$ cat config.mk
export PLATFORM = sky130hd
export DESIGN_NAME = ram_rr_arbiter
export DESIGN_NICKNAME = d
export VERILOG_FILES = /design/src/rtl/ram_rr_arbiter.sv
export SDC_FILE = /design/constraint.sdc
export NUM_CORES = 1
export LEC_CHECK = 0
export CORE_AREA = 2 2 78 80
export DETAILED_ROUTE_END_ITERATION = 10
export DIE_AREA = 0 0 80 82
export PLACE_DENSITY = 0.79
export SLEW_MARGIN = 20
export SYNTH_ARGS = -nofsm -noshare
export SYNTH_HDL_FRONTEND = slang
export SYNTH_SLANG_ARGS = --single-unit
$ cat constraint.sdc
create_clock -name clk -period 1.9 [get_ports clk]
set_input_delay 0.19 -clock clk [delete_from_list [all_inputs] [get_ports clk]]
set_output_delay 0.19 -clock clk [all_outputs]
set_load 0.005 [all_outputs]
$ cat src/rtl/ram_rr_arbiter.sv
// Two-requester read / two-requester write round-robin arbiter in front of a 1R1W sync RAM.
// After reset the whole RAM is cleared to zero before any request is granted.
`timescale 1ns/1ps
module ram_rr_arbiter #(
  parameter int ADDR_W = 5,
  parameter int DATA_W = 32,
  parameter int DEPTH  = 32
) (
  input  logic                clk,
  input  logic                reset_n,
  input  logic [1:0]          rd_req,
  input  logic [2*ADDR_W-1:0] rd_addr,
  output logic [1:0]          rd_gnt,
  output logic [1:0]          rd_valid,
  output logic [DATA_W-1:0]   rd_data,
  input  logic [1:0]          wr_req,
  input  logic [2*ADDR_W-1:0] wr_addr,
  input  logic [2*DATA_W-1:0] wr_data,
  output logic [1:0]          wr_gnt,
  output logic                init_done,
  output logic [ADDR_W-1:0]   ram_raddr,
  input  logic [DATA_W-1:0]   ram_rdata,
  output logic [ADDR_W-1:0]   ram_waddr,
  output logic [DATA_W-1:0]   ram_wdata,
  output logic                ram_we
);

  typedef enum logic {ST_INIT = 1'b0, ST_RUN = 1'b1} state_e;

  localparam logic [ADDR_W-1:0] LAST_ADDR = ADDR_W'(DEPTH - 1);

  state_e              state_q, state_d;
  logic [ADDR_W-1:0]   cnt_q, cnt_d;
  logic                rd_ptr_q, rd_ptr_d;
  logic                wr_ptr_q, wr_ptr_d;
  logic                init_done_q, init_done_d;
  logic [1:0]          rd_valid_q;

  logic [1:0]          rd_gnt_s, wr_gnt_s;
  logic [ADDR_W-1:0]   ram_raddr_s, ram_waddr_s;
  logic [DATA_W-1:0]   ram_wdata_s;
  logic                ram_we_s;

  // On contention the pointer names the winner; a sole requester always wins.
  function automatic logic [1:0] rr_pick(input logic [1:0] req, input logic ptr);
    logic [1:0] gnt;
    case (req)
      2'b01:   gnt = 2'b01;
      2'b10:   gnt = 2'b10;
      2'b11:   gnt = ptr ? 2'b10 : 2'b01;
      default: gnt = 2'b00;
    endcase
    return gnt;
  endfunction

  function automatic logic next_ptr(input logic [1:0] gnt, input logic ptr);
    logic p;
    case (gnt)
      2'b01:   p = 1'b1;
      2'b10:   p = 1'b0;
      default: p = ptr;
    endcase
    return p;
  endfunction

  // State register
  always_ff @(posedge clk or negedge reset_n) begin
    if (!reset_n) begin
      state_q     <= ST_INIT;
      cnt_q       <= '0;
      rd_ptr_q    <= 1'b0;
      wr_ptr_q    <= 1'b0;
      init_done_q <= 1'b0;
      rd_valid_q  <= 2'b00;
    end else begin
      state_q     <= state_d;
      cnt_q       <= cnt_d;
      rd_ptr_q    <= rd_ptr_d;
      wr_ptr_q    <= wr_ptr_d;
      init_done_q <= init_done_d;
      rd_valid_q  <= rd_gnt_s;
    end
  end

  // Next-state logic
  always_comb begin
    state_d     = state_q;
    cnt_d       = cnt_q;
    init_done_d = init_done_q;
    rd_ptr_d    = rd_ptr_q;
    wr_ptr_d    = wr_ptr_q;
    case (state_q)
      ST_INIT: begin
        if (cnt_q == LAST_ADDR) begin
          state_d     = ST_RUN;
          cnt_d       = '0;
          init_done_d = 1'b1;
        end else begin
          cnt_d = cnt_q + ADDR_W'(1);
        end
      end
      ST_RUN: begin
        rd_ptr_d = next_ptr(rd_gnt_s, rd_ptr_q);
        wr_ptr_d = next_ptr(wr_gnt_s, wr_ptr_q);
      end
      default: begin
        state_d = ST_INIT;
        cnt_d   = '0;
      end
    endcase
  end

  // Output logic: clear sweep in INIT, arbitration and RAM port muxing in RUN
  always_comb begin
    rd_gnt_s    = 2'b00;
    wr_gnt_s    = 2'b00;
    ram_raddr_s = '0;
    ram_waddr_s = '0;
    ram_wdata_s = '0;
    ram_we_s    = 1'b0;
    case (state_q)
      ST_INIT: begin
        ram_we_s    = 1'b1;
        ram_waddr_s = cnt_q;
      end
      ST_RUN: begin
        rd_gnt_s = rr_pick(rd_req, rd_ptr_q);
        wr_gnt_s = rr_pick(wr_req, wr_ptr_q);
        if (rd_gnt_s[1]) begin
          ram_raddr_s = rd_addr[2*ADDR_W-1:ADDR_W];
        end else if (rd_gnt_s[0]) begin
          ram_raddr_s = rd_addr[ADDR_W-1:0];
        end else begin
          ram_raddr_s = '0;
        end
        if (wr_gnt_s[1]) begin
          ram_we_s    = 1'b1;
          ram_waddr_s = wr_addr[2*ADDR_W-1:ADDR_W];
          ram_wdata_s = wr_data[2*DATA_W-1:DATA_W];
        end else if (wr_gnt_s[0]) begin
          ram_we_s    = 1'b1;
          ram_waddr_s = wr_addr[ADDR_W-1:0];
          ram_wdata_s = wr_data[DATA_W-1:0];
        end else begin
          ram_we_s    = 1'b0;
        end
      end
      default: begin
        ram_we_s = 1'b0;
      end
    endcase
  end

  // The INIT clear must not write while reset is held.
  assign ram_we    = ram_we_s & reset_n;
  assign ram_waddr = ram_waddr_s;
  assign ram_wdata = ram_wdata_s;
  assign ram_raddr = ram_raddr_s;
  assign rd_gnt    = rd_gnt_s;
  assign wr_gnt    = wr_gnt_s;
  assign rd_valid  = rd_valid_q;
  assign rd_data   = ram_rdata;
  assign init_done = init_done_q;

endmodule

# After elaboration in Yosys (flattened, before gate mapping)
# Cells that the tools add are included.
# totals
reg_bits	11
inputBits	122
out_inout_bits	82
word_cells	50
# classes
n_addsub	1
eq_ne	11
n_mux	25
bitwise	2
reduce_logical	5
# ops
op	count
32-bit 2-to-1 mux	3
5-bit 2-to-1 mux	6
2-bit equality test, second input constant	6
2-bit 2-to-1 mux	6
2-bit one-hot mux with 3 select lines	2
5-bit one-hot mux with 2 select lines	1
2-bit by 1-bit equality test with 1-bit output, second input constant	4
1-bit one-hot mux with 2 select lines	3
2-bit AND reduction	3
5-bit by 1-bit adder with 5-bit output, second input constant	1
5-bit equality test, second input constant	1
1-bit 2-to-1 mux	4
2-bit nonzero test	2
1-bit AND	1
1-bit inverter	1

# Logic depth before layout (Yosys ltp)
# Gate-level depths: netlist of the first run.
# logic_depth
depth_word	7
ltp_mapped	9
mapped_depth_nobuf	7

# Least setup slack after synthesis of the first run
# OpenSTA, ideal clock, no wires.
# synth_timing
path_kind	register to register
from	register cnt_q[0]
to	register cnt_q[3]
setup_time_ps	92
t_arrival_ps	1445
t_required_ps	1808
setup_slack_ps	363
path_stages_with_launch	6
path_buffers	0
synth_period_minus_slack_ps	1537
cell_sequence	dfrtp_1 -> ha_1 -> and3_1 -> ha_1 -> or2_4 -> o31ai_2
# synth_via
elab_chain_len	2
word_cells_on_any_way	3
cone_classes	1 x add/sub; 1 x eq/ne; 1 x mux
# synth_lines
element	line	source
from (decl)	33	logic [ADDR_W-1:0] cnt_q, cnt_d;
from (signal assigned)	77	cnt_q <= cnt_d;
5-bit by 1-bit adder with 5-bit output / 5-bit equality test (equally long branches)	99, 94	
5-bit 2-to-1 mux *	94	if (cnt_q == LAST_ADDR) begin
# Mark *: on every way between the ends. The rest lies on a longest branch, timed or not.
# A chain may end at the register's enable or synchronous reset.

# Worst setup path in the final report of the first run
# layout_timing
from	register wr_ptr_q
to	output port ram_waddr[2]
# layout_via
elab_chain_len	6
# layout_lines
element	line	source
from (decl)	35	logic wr_ptr_q, wr_ptr_d;
from (signal assigned)	79	wr_ptr_q <= wr_ptr_d;
2-bit 2-to-1 mux *	50	2'b11: gnt = ptr ? 2'b10 : 2'b01;
2-bit one-hot mux with 3 select lines *	47	case (req)
2-bit 2-to-1 mux *	121	case (state_q)
5-bit 2-to-1 mux	140	end else if (wr_gnt_s[0]) begin
5-bit 2-to-1 mux *	136	if (wr_gnt_s[1]) begin
5-bit one-hot mux with 2 select lines *	121	
to (decl)	23	output logic [ADDR_W-1:0] ram_waddr,
# Mark *: on every way between the ends. The rest lies on a longest branch, timed or not. The select of a mux whose other input is x is not followed.

==> impl_metrics.toml, run 1 <==
[outcome]
status = "finished, final reports clean"

[critical_path]
criticalPathCategory = "reg -> out"
required_ns = 1.71
critPathTopFamily = "buffers and inverters"
crit_path_start_kind = "register"
path_cells = "inv_2 > a21oi_4 > buf_4 > buf_12 > a221o_1 > clkdlybuf4s15_1"
cp-end-kind = "output pin"
slowest_stage = "dfrtp_2"
crit_arrival_ns = 1.67
slowest_delay_ns = 0.44
critPathBufInv = 4
worst-path-max-fanout = 28

[clock_network]
clock-sinks = 11
clkTransAtPathRegs_ns = 0.06
cts_max_level = 1
cts_tree = "done"
root_buffer = "clkbuf_8"
cts_buffer_depth = 2
worstSkewPairLatency_ns = 0.24
cts_buffers = 3

[pwr]
p_leak_nw = 1.28
pwr-share-comb_pct = 64.5
irDropWorstVdd_mv = 0.488
total_power_mw = 1.52
clkPwrFrac_pct = 15.7
p_per_area_nw_per_um2 = 563
seqPwrFrac_pct = 19.8
switching_share_pct = 31.5
p_switching_mw = 0.479
p_int_mw = 1.04

[timing]
fmax_mhz = 538
finalCritPeriodShare_pct = 97.9
finalCriticalPeriod_ns = 1.86
finalSetupViolations = 0
slew_viol_final = 0
finalWorstSetupSlack_ns = 0.0398
tightestPinTransition_ns = 0.202
hold_viol = 0
slew_headroom_pct = 86.5
clock_skew_ns = 0.00379

[layout]
final_cell_mix = "clkdlybuf4s50_1, a22o_1, dlygate4sd2_1"
layout_commonest_cell = "clkdlybuf4s50_1"
final_layout_size_suffix_gt1_share_pct = 15.6
layout.nets = 390
diodes = 0
seq_area_um2 = 278
utilization_pct = 47.1
multi_input_area_um2 = 686
fill_cells = 562
fin_cells = 338
final_area_um2 = 2700
syn2layout_area_growth_pct = 112

[synth]
ys_seq_elements = 11
synth_area_um2 = 1280
ys_warn_count = 0
syn_nets = 265
synth.top_cells.by_area = "a22o_1, dfrtp_1, buf_4, buf_6, a221o_1"
syn_inst = 139
synth.yosys.seq_area_share_pct = 21.5
synth_cell_types = 25
synth_top_area_cell = "a22o_1"
synth_top_area_share_pct = 25.4
avgSynthCellArea_um2 = 9.19

[placement]
hpwl_um = 3940
dpl.cell_count = 323
gp_congestion = 0.769
portBuffers = 139
dpl-instance-area_um2 = 2560
dpl_worst_slack_ns = -0.155

[die]
die_area_um2 = 6560
die_h_um = 82
ios = 204
die_w_um = 80
coreArea_um2 = 5750
row_count = 28
start_util_pct = 22.2

[global_route]
grt_pass1_vias = 1500
grt_antenna_before_repair = 0
overflow = 0
grt_max_degree = 29
track_usage_pct = 13.5
grt_pass1_wl_um = 7020

[detailed_routing]
vias_per_cell = 4.52
dr.pass1.iters = 4
wire_per_inst_um = 15.0
drt.antenna.violating_nets = 0
drcViolationCount = 0
wl_um = 5070
first_iter_violations = 28
vias = 1529

[flow_run]
cap_violations = 0

[hold_path]
worstHoldPathType = "in -> async"
power by group through the flow:
stage	clock network (mW)	logic [mW]	registers, mW
final	0.240	0.982	0.301
after global routing	0.255	1.07	0.304
after CTS	0.245	0.964	0.302
after detailed placement	0	1.00	0.299
after global placement	0	0.989	0.296
after floorplan	0	0.424	0.288
state kept, by name, indices dropped and copies added, names as in the netlist:
name       cells
cnt_q          5
init_done      1
rd_ptr_q       1
rd_valid       2
state_q        1
wr_ptr_q       1
kinds of logic after synthesis:
family,synth area share [%]
buffers and inverters,27.3
AO/OA/AOI/OAI,37.3
AND/OR/NAND/NOR,8.13
adder cells (fa/ha/maj),3.92
multiplexers,1.76
flip-flops,21.5
cell type report:
type / instances / share of cell area, %
sequential: 11 / 10.3
timing repair buffer: 162 / 58.5
multi-input combinational: 81 / 25.4
inverter: 5 / 0.694
tap: 75 / 3.47
clock inverter: 1 / 0.185
clock buffer: 3 / 1.53
worst reg2reg max path: cells and delay by family, from the launching register on:
| kind | cells | cell delay (ns) |
|---|---|---|
| AO/OA/AOI/OAI | 2 | 0.24 |
| adder cells (fa/ha/maj) | 1 | 0.27 |
| buffers and inverters | 4 | 0.37 |
| flip-flops | 1 | 0.41 |
| AND/OR/NAND/NOR | 3 | 0.29 |
timing repair:
item,CTS,global route
resized for setup,49,18
buffers inserted,7,3
endpoints found under the setup margin,44,12
pin swaps,9,4
hold endpoints to repair,0,0
hold buffers,0,0
cloned,1,0
metal layers:
metal	GRT usage (%)	vias up	wire length [µm]
li1	-	734	-
met1	13.5	690	1840
met2	26.3	101	2600
met3	5.49	4	596
met4	2.54	0	25
met5	0	-	0
Yosys cell counts (all sizes together):
master and n:
buf 42, a22o 37, dfrtp 11, nand2 6
a221o 5, inv 5, nor2b 5, o21ai 5
a21oi 4, ha 4, nand2b 3, a21o 2
mux2 2, a31oi 1, and3 1, nand3 1
nor2 1, nor3 1, o31a 1, o31ai 1
or2 1
path summary, 6_finish.rpt:
check,end,slack [ns],cells past startpoint,from
worst max-delay path,ram_waddr[2],0.04,6,wr_ptr_q
worst min-delay path,init_done,0.27,2,reset_n
worst max register to register,rd_ptr_q,0.20,10,state_q
worst min register to register,init_done,0.46,1,init_done
max in group asynchronous,wr_ptr_q,1.46,2,reset_n
min in group clk,rd_data[15],0.38,0,ram_rdata[15]
metrics by stage:
step | setup TNS [ns] | hold WS (ns)
4_1_cts | -0.213 | 0.275
5_1_grt | -0.00981 | 0.306
3_3_place_gp | -3.25 | 0.380
6_report | 0 | 0.270
3_5_place_dp | -4.10 | 0.380
2_1_floorplan | 0 | -0.106
Power figures use the tool's default switching activity.
==> run 2: changes to the inputs <==
MAX_ROUTING_LAYER = met4   (was default)
PLACE_DENSITY = 0.88   (was 0.79)
==> impl_metrics.toml, run 2 (synthesized netlist as in run 1, its figures left out) <==
[outcome]
status = "finished, violations left"
failed_checks = "negative setup slack"

[global_route]
overflow = 0
grt_antenna_before_repair = 0
grt_max_degree = 30
grt_pass1_wl_um = 7000
grt_pass1_vias = 1523
track_usage_pct = 13.7

[pwr]
p_switching_mw = 0.495
seqPwrFrac_pct = 19.4
p_leak_nw = 1.37
p_int_mw = 1.07
clkPwrFrac_pct = 15.6
irDropWorstVdd_mv = 0.566
switching_share_pct = 31.7
pwr-share-comb_pct = 65.0
p_per_area_nw_per_um2 = 568
total_power_mw = 1.56

[clock_network]
worstSkewPairLatency_ns = 0.24
cts_max_level = 1
cts_buffers = 3
cts_buffer_depth = 2
clkTransAtPathRegs_ns = 0.06
root_buffer = "clkbuf_8"
clock-sinks = 11
cts_tree = "done"

[timing]
slew_headroom_pct = 86.3
finalWorstSetupSlack_ns = -0.0196
hold_viol = 0
fmax_mhz = 521
finalSetupViolations = 1
finalCritPeriodShare_pct = 101
tightestPinTransition_ns = 0.205
clock_skew_ns = 0.00566
finalCriticalPeriod_ns = 1.92
rsz0062_at_grt = "true"
slew_viol_final = 0

[layout]
layout.nets = 389
seq_area_um2 = 278
utilization_pct = 47.9
fill_cells = 540
multi_input_area_um2 = 691
syn2layout_area_growth_pct = 115
layout_commonest_cell = "clkdlybuf4s50_1"
final_cell_mix = "clkdlybuf4s50_1, a22o_1, dlygate4sd2_1"
diodes = 0
final_layout_size_suffix_gt1_share_pct = 16.0
regMostFlops = "cnt_q"
largest_reg_flops = 5

[die]
die_h_um = 82
die_w_um = 80
die_area_um2 = 6560
coreArea_um2 = 5750
row_count = 28
ios = 204
start_util_pct = 22.2

[critical_path]
cp-end-kind = "output pin"
crit_arrival_ns = 1.73
criticalPathCategory = "reg -> out"
slowest_stage = "dfrtp_2"
required_ns = 1.71
slowest_delay_ns = 0.44
worst-path-max-fanout = 14
crit_path_start_kind = "register"
path_cells = "inv_2 > a21oi_4 > buf_6 > clkbuf_16 > a221o_1 > dlygate4sd2_1"

[detailed_routing]
wl_um = 5190
wire_per_inst_um = 15.4
vias = 1550
drt.antenna.violating_nets = 0
first_iter_violations = 61
drcViolationCount = 0
vias_per_cell = 4.60
dr.pass1.iters = 6

[placement]
portBuffers = 139
gp_congestion = 0.706
hpwl_um = 3960

[flow_run]
cap_violations = 0

[hold_path]
worstHoldPathType = "in -> async"
-- run 2: per-layer routing --
layer	vias up	wire [µm]	global-route usage [%]
li1	735	-	-
met1	701	2030	14.1
met2	104	2610	24.6
met3	10	501	4.40
met4	0	46	4.92
met5	-	0	-
-- run 2: repair_timing --
item                                    4_1_cts  5_1_grt
gates resized for setup                      40       22
cloned                                        0        2
buffers inserted                              3        8
pin swaps                                     7        1
hold buffers                                  0        0
endpoints found under the setup margin       46       13
-- run 2: power groups by stage --
stage / logic, mW / clock network [mW] / registers, mW
floorplan: 0.424 / 0 / 0.288
CTS: 0.935 / 0.252 / 0.304
detailed placement: 0.998 / 0 / 0.298
finish: 1.01 / 0.244 / 0.303
global placement: 0.977 / 0 / 0.297
global route: 1.09 / 0.263 / 0.306
-- run 2: path summary, 6_finish.rpt --
path                                     from      endpoint  slack (ns)  cells after the start
worst max-delay path                 wr_ptr_q  ram_waddr[1]       -0.02                      6
worst min-delay path                  reset_n   rd_valid[0]        0.29                      2
worst max register to register       cnt_q[0]      cnt_q[3]        0.23                      5
worst min register to register      init_done     init_done        0.47                      1
max in group asynchronous             reset_n      wr_ptr_q        1.44                      2
min in group clk                ram_rdata[15]   rd_data[15]        0.38                      0
-- run 2: layout make-up --
class	count	share of cell area [%]
Tap cell	75	3.41
Multi-Input combinational cell	81	25.1
Clock buffer	3	1.50
Sequential cell	11	10.1
Inverter	5	0.682
Timing Repair Buffer	161	59.0
Clock inverter	1	0.182
-- run 2: worst max-delay path, delay by kind of cell (launching register included) --
kind / cells / cell delay (ns)
compound gates: 2 / 0.41
flops: 1 / 0.44
buf+inv: 4 / 0.63
-- run 2: stage by stage --
step           instance area, µm²  hold WS [ns]  setup slack (ns)  setup TNS [ns]  std cells
3_3_place_gp                 2550         0.380            -0.151           -4.24        321
4_1_cts                      2600         0.293           -0.0883          -0.571        328
6_report                     2750         0.290           -0.0196         -0.0196        337
3_5_place_dp                 2550         0.380            -0.195           -6.04        321
2_1_floorplan                1280        -0.106             0.363               0        139
5_1_grt                      2750         0.326           -0.0933         -0.0933        337
==> run 3: changes to the inputs <==
GPL_ROUTABILITY_DRIVEN = 1   (was default)
==> results of run 3 <==
The final DEF is identical to that of run 2; final timing and power are the same.
